File: config.mk
export PLATFORM = sky130hd
export DESIGN_NAME = grid_spi_if
export DESIGN_NICKNAME = d
export VERILOG_FILES = /design/src/rtl/grid_spi_if.sv
export SDC_FILE = /design/constraint.sdc
export NUM_CORES = 1
export LEC_CHECK = 0
export BUFFER_PORTS_ARGS = -buffer_cell sky130_fd_sc_hd__buf_2
export CELL_PAD_IN_SITES_DETAIL_PLACEMENT = 2
export CELL_PAD_IN_SITES_GLOBAL_PLACEMENT = 2
export CORE_ASPECT_RATIO = 1.2
export CORE_MARGIN = 3
export CORE_UTILIZATION = 40
export CTS_CLUSTER_DIAMETER = 80
export CTS_CLUSTER_SIZE = 14
export DETAILED_ROUTE_END_ITERATION = 12
export HOLD_SLACK_MARGIN = 0.1
export PLACE_DENSITY = 0.87
export SLEW_MARGIN = 20
export SYNTH_ARGS = -nofsm -noshare
export SYNTH_HDL_FRONTEND = slang
export SYNTH_SLANG_ARGS = --single-unit
export TNS_END_PERCENT = 50
File: constraint.sdc
create_clock -name clk -period 4.5 [get_ports clk]
set_clock_uncertainty 0.15 [all_clocks]
set_input_delay 0 -clock clk [delete_from_list [all_inputs] [get_ports clk]]
set_output_delay 0 -clock clk [all_outputs]
set_load 0.01 [all_outputs]
File: src/rtl/grid_spi_if.sv
// grid_spi_if: SPI (mode 0) slave front-end for the analog grid.
// The command/data frames set the grid operands and start conversions.
// A settle counter times each conversion before the grid result is
// captured. Every SPI input is resynchronised into the clk domain.
module grid_spi_if #(
  parameter int unsigned SETTLE_CYCLES = 512
) (
  input  logic       clk,
  input  logic       rst,
  input  logic       sclk,
  input  logic       cs_n,
  input  logic       mosi,
  output logic       miso,
  output logic [7:0] din,
  output logic       sign,
  output logic [7:0] win,
  output logic [7:0] bias,
  output logic       trig,
  input  logic [7:0] dout
);

  localparam logic [15:0] CNT_LOAD = 16'(SETTLE_CYCLES - 1);

  localparam logic [7:0] CMD_DIN  = 8'h01;
  localparam logic [7:0] CMD_WIN  = 8'h02;
  localparam logic [7:0] CMD_BIAS = 8'h03;
  localparam logic [7:0] CMD_SIGN = 8'h04;
  localparam logic [7:0] CMD_TRIG = 8'h05;
  localparam logic [7:0] CMD_RES  = 8'h06;
  localparam logic [7:0] CMD_STAT = 8'h07;

  typedef enum logic [1:0] {S_IDLE, S_CMD, S_DATA, S_HOLD} spi_st_e;
  typedef enum logic       {C_READY, C_BUSY} cmp_st_e;

  // ---------------------------------------------------------------------
  // Input synchronisers. Bits [1:0] form the 2-flop synchroniser and bit
  // [2] is the history used for edge detection. The cs_n chain resets
  // low so that a cs_n held low across reset is not seen as a new
  // falling edge. A transfer then needs cs_n to go high and come back low.
  // ---------------------------------------------------------------------
  logic [2:0] sclk_q;
  logic [2:0] csn_q;
  logic [1:0] mosi_q;

  // Shift the raw SPI pins into the clk domain
  always_ff @(posedge clk or posedge rst) begin
    if (rst) begin
      sclk_q <= '0;
      csn_q  <= '0;
      mosi_q <= '0;
    end else begin
      sclk_q <= {sclk_q[1:0], sclk};
      csn_q  <= {csn_q[1:0], cs_n};
      mosi_q <= {mosi_q[0], mosi};
    end
  end

  logic sclk_rise, sclk_fall, cs_fall, cs_hi, mosi_s;
  assign sclk_rise = sclk_q[1] & ~sclk_q[2];
  assign sclk_fall = ~sclk_q[1] & sclk_q[2];
  assign cs_fall   = csn_q[2] & ~csn_q[1];
  assign cs_hi     = csn_q[1];
  assign mosi_s    = mosi_q[1];

  // ---------------------------------------------------------------------
  // SPI frame engine
  // ---------------------------------------------------------------------
  spi_st_e     spi_st_q;
  logic [3:0]  bit_cnt_q;
  logic [6:0]  sh_q;
  logic [7:0]  cmd_q;
  logic [7:0]  data_q;
  logic [7:0]  rd_sh_q;
  logic        miso_q;
  logic        frame_done_q;

  // Compute-side state is referenced by the read mux below
  cmp_st_e     cmp_st_q;
  logic [15:0] cnt_q;
  logic [7:0]  result_q;
  logic        valid_q;
  logic        busy;
  assign busy = (cmp_st_q == C_BUSY);

  logic [7:0] byte_next;
  logic [7:0] rd_byte;
  assign byte_next = {sh_q, mosi_s};

  // Read byte chosen from the command byte as it completes
  always_comb begin
    rd_byte = '0;
    case (byte_next)
      CMD_RES:  rd_byte = result_q;
      CMD_STAT: rd_byte = {6'b0, busy, valid_q};
      default:  rd_byte = '0;
    endcase
  end

  // Frame sequencing: shift in on sclk rise, shift read data out on sclk fall
  always_ff @(posedge clk or posedge rst) begin
    if (rst) begin
      spi_st_q     <= S_IDLE;
      bit_cnt_q    <= '0;
      sh_q         <= '0;
      cmd_q        <= '0;
      data_q       <= '0;
      rd_sh_q      <= '0;
      miso_q       <= 1'b0;
      frame_done_q <= 1'b0;
    end else begin
      frame_done_q <= 1'b0;
      if (cs_hi) begin
        spi_st_q  <= S_IDLE;
        bit_cnt_q <= '0;
        miso_q    <= 1'b0;
      end else begin
        case (spi_st_q)
          S_IDLE: begin
            if (cs_fall) begin
              spi_st_q  <= S_CMD;
              bit_cnt_q <= '0;
            end
          end
          S_CMD: begin
            if (sclk_rise) begin
              sh_q      <= byte_next[6:0];
              bit_cnt_q <= bit_cnt_q + 4'd1;
              if (bit_cnt_q == 4'd7) begin
                cmd_q    <= byte_next;
                rd_sh_q  <= rd_byte;
                spi_st_q <= S_DATA;
              end
            end
          end
          S_DATA: begin
            if (sclk_fall) begin
              miso_q  <= rd_sh_q[7];
              rd_sh_q <= {rd_sh_q[6:0], 1'b0};
            end
            if (sclk_rise) begin
              sh_q      <= byte_next[6:0];
              bit_cnt_q <= bit_cnt_q + 4'd1;
              if (bit_cnt_q == 4'd15) begin
                data_q       <= byte_next;
                frame_done_q <= 1'b1;
                spi_st_q     <= S_HOLD;
              end
            end
          end
          S_HOLD: miso_q <= 1'b0;
          default: spi_st_q <= S_IDLE;
        endcase
      end
    end
  end

  // ---------------------------------------------------------------------
  // Grid registers and conversion sequencer
  // ---------------------------------------------------------------------
  logic [7:0] din_q, win_q, bias_q;
  logic       sign_q, trig_q;

  // Apply completed frames and time the conversion. A capture is written
  // after the result-read clear, so a capture in the same cycle wins.
  always_ff @(posedge clk or posedge rst) begin
    if (rst) begin
      cmp_st_q <= C_READY;
      cnt_q    <= '0;
      result_q <= '0;
      valid_q  <= 1'b0;
      din_q    <= '0;
      win_q    <= '0;
      bias_q   <= '0;
      sign_q   <= 1'b0;
      trig_q   <= 1'b0;
    end else begin
      trig_q <= 1'b0;
      if (frame_done_q && cmd_q == CMD_RES) valid_q <= 1'b0;
      case (cmp_st_q)
        C_READY: begin
          if (frame_done_q) begin
            case (cmd_q)
              CMD_DIN:  din_q  <= data_q;
              CMD_WIN:  win_q  <= data_q;
              CMD_BIAS: bias_q <= data_q;
              CMD_SIGN: sign_q <= data_q[0];
              CMD_TRIG: begin
                trig_q   <= 1'b1;
                valid_q  <= 1'b0;
                cnt_q    <= CNT_LOAD;
                cmp_st_q <= C_BUSY;
              end
              default: ;
            endcase
          end
        end
        C_BUSY: begin
          if (cnt_q == '0) begin
            result_q <= dout;
            valid_q  <= 1'b1;
            cmp_st_q <= C_READY;
          end else begin
            cnt_q <= cnt_q - 16'd1;
          end
        end
        default: cmp_st_q <= C_READY;
      endcase
    end
  end

  assign miso = miso_q;
  assign din  = din_q;
  assign win  = win_q;
  assign bias = bias_q;
  assign sign = sign_q;
  assign trig = trig_q;

endmodule
==> flow_summary_export.csv <==
group,metric,value,unit
layout,diodes,0,
sta,finalCritPeriodShare,0.602,
sta,drv_slew,0,
cts,cts_buffers,9,
cts,cts.path.max_buffers,2,
layout,final_cell_mix,"99 x dfrtp_1, 58 x mux2_2, 39 x buf_2, 19 x nor2_1, 17 x nand2_1",
critical_path,path_buf_inv,0,
synth,synthAdderAreaFrac,0.0173,
cts,cts_tree,"yes",
synth,yosysWarnings,0,
global_routing,grt_antenna_before_repair,0,
critical_path,rr_worst_depth,4,
worst_hold_path,hold_class,"in -> reg",
floorplanning,num_rows,41,
synth,muxShareOfSynthArea,0.173,
sta,maxSlewHeadroom,0.327,
place,io_buffers,39,
place,pre_cts_ws,1.77,ns
synth,yosys-top-cells-area,"dfrtp_1 57%, mux2_2 15%, mux2i_1 2.3%",
synth,synth_top_family_by_area,"multiplexers",
synth,synth_compound_area_frac,0.0746,
critical_path,critical_path.max_fanout,18,
synth,synth_edf_count,0,
global_routing,grt_pass1_vias,3546,
global_routing,grt_pass1_wl,20300,um
critical_path,cp_slowest_cell,"nor4b_4",
sta,tns,0,ns
global_routing,grt_max_degree,73,
synth,synth-seq-cells,99,
synth,synth_area,4340,um^2
worst_hold_path,holdPathStages,2,
critical_path,crit_chain,"or4bb_1 > nor4b_4 > a311oi_1 > a41oi_1",
critical_path,timing.rr.start,"busy$_DFF_PP0_",
critical_path,criticalPathCategory,"reg -> reg",
layout,drive_above_1_share,0.318,
power,power.total,2.05,mW
place,place_hpwl,7640,um
critical_path,worstPathArrival,2.82,ns
route,postRouteAntennaNets,0,
worst_hold_path,hold_start,"cs_n",
synth,yosys.cell_types.count,53,
synth,synth_xor_area_frac,0,
synth,synth_area_leader_cell,"dfrtp_1",
cts,worstSkewPairLatency,0.36,ns
synth,synth.top_cell.area_share,0.570,
route,routed_via_density,5.76,
synth,yosysSeqAreaShare,0.570,
floorplanning,boundaryPins,40,
synth,synth_ff_type,"dfrtp_1",
layout,final_common_cell,"dfrtp_1",
critical_path,cp_slowest_stage_delay,0.86,ns
route,dr.pass1.iters,4,
layout,layout.nets,416,
run,cap_violations,0,
power,powerDensity,398,nW/um^2
synth,syn_nets,360,
critical_path,cp-end-kind,"flop",
cts,path_clk_slew,0.07,ns
route,routed_wl,12500,um
route,num_vias,3059,
critical_path,start_kind,"flop",
sta,fin_crit,2.71,ns
synth,async_reset_ff_frac,1.00,
route,post_drt_wl_per_cell,23.5,um
floorplanning,fp.coreArea,10600,um^2
cts,root_buffer,"clkbuf_16",
outcome,outcome,"finished clean",
global_routing,grt_use_total,0.219,
critical_path,path_depth,4,
route,drc,0,
cts,cts_num_sinks,99,
sta,grt_setup_unrepaired,"no",
sta,setup_viol,0,
sta,fmax,369,MHz
layout,area_growth,18.2,%
floorplanning,die_y,120,um
cts,postCtsSetupBuffers,0,
sta,timing_hold_violations_final,0,
synth,synthCells,341,
floorplanning,dieArea,12200,um^2
floorplanning,start_util,0.411,
synth,yosys.area_share.simple,0.149,
synth,syn_avg_cell_area,12.7,um^2
layout,final_area,5130,um^2
sta,worst_slew_pin_slew,1.00,ns
sta,worst_slack,1.79,ns
place,routabilityCongestion,0.764,
place,postPlaceCellArea,4680,um^2
critical_path,critPathTopFamily,"simple AND/OR/NAND/NOR gates",
critical_path,cp-startpoint,"busy$_DFF_PP0_",
critical_path,required,4.61,ns
power,peakVddDrop,209,uV
route,drt_iter0_drc,98,
floorplanning,fp.dieW,101,um
power,cellLeakagePower,2.44,nW
global_routing,grt_overflow,0,
cts,cts.htree.levels,3,
per-layer routing:
| metal | GRT usage | vias up | part of all wire |
|---|---|---|---|
| li1 | - | 1372 | - |
| met1 | 0.258 | 1617 | 0.40 |
| met2 | 0.390 | 44 | 0.55 |
| met3 | 0.0378 | 26 | 0.019 |
| met4 | 0.0856 | 0 | 0.034 |
| met5 | 0 | - | 0 |
where the power goes:
group / internal [mW] / switching (mW)
Combinational: 0.0914 / 0.138
Clock: 0.492 / 0.362
Sequential: 0.921 / 0.0417
synthesized netlist by cell type (2+ instances only):
| cell | number |
|---|---|
| dfrtp_1 | 99 |
| mux2_2 | 58 |
| nor2_1 | 19 |
| nand2_1 | 17 |
| o21ai_0 | 13 |
| a21oi_1 | 12 |
| mux2i_1 | 10 |
| nand3_1 | 10 |
| inv_1 | 9 |
| a22oi_1 | 6 |
| clkbuf_1 | 6 |
| ha_1 | 6 |
| nand2b_1 | 6 |
| nor3_1 | 6 |
| o31ai_1 | 5 |
| or4_1 | 5 |
| nand3b_1 | 4 |
| nor4_1 | 4 |
| nor4bb_1 | 4 |
| and2_1 | 3 |
| nor4_2 | 3 |
| nand3b_2 | 2 |
| nand4_1 | 2 |
| nor3b_1 | 2 |
| o22ai_1 | 2 |
registers in the layout, indices dropped and copies added (netlist names):
name / cells
sign: 1
trig: 1
sh_q: 7
bias: 8
valid_q: 1
rd_sh_q: 8
sclk_q: 3
spi_st_q: 2
din: 8
csn_q: 3
mosi_q: 2
data_q: 8
cmd_q: 8
cnt_q: 16
miso: 1
busy: 1
frame_done_q: 1
result_q: 8
win: 8
bit_cnt_q: 4
kinds of logic (layout without fill, tap and decap cells):
group                      count (synthesis)  after routing
AOI/OAI and AO/OA                         50             50
adders and majority gates                  6              6
buffers and inverters                     17             78
DFF                                       99             99
muxes                                     68             68
and+or+nand+nor                          101            101
through the flow:
stage          cells  hold WS, ns  utilization
2_1_floorplan    341       -0.119            -
3_3_place_gp     502       -0.146        0.443
3_5_place_dp     502       -0.133        0.443
4_1_cts          531        0.131        0.486
5_1_grt          531        0.140        0.486
6_report         531        0.135        0.486
what timing repair did:
action	CTS	global route
gates resized for setup	0	0
hold buffers	13	0
endpoints found under the hold margin	38	0
area by class of cell:
cell class	count	area (um^2)
clock inverters	7	100
inverters	9	36.3
clock buffers	9	225
repair buffers	53	333
well taps	129	161
multi-input cells	225	1800
flip-flops and latches	99	2480
fillers	1031	5430
worst paths after layout:
path | to | slack (ns)
max in group asynchronous | din[3]$_DFFE_PP0P_ | 2.30
worst max register to register | cnt_q[7]$_DFFE_PP0P_ | 1.79
worst min register to register | mosi_q[1]$_DFF_PP0_ | 0.20
worst max-delay path | cnt_q[7]$_DFFE_PP0P_ | 1.79
min in group asynchronous | trig$_DFF_PP0_ | 0.65
worst min-delay path | csn_q[0]$_DFF_PP0_ | 0.13
Note: power is estimated with default switching activity, not from simulation.
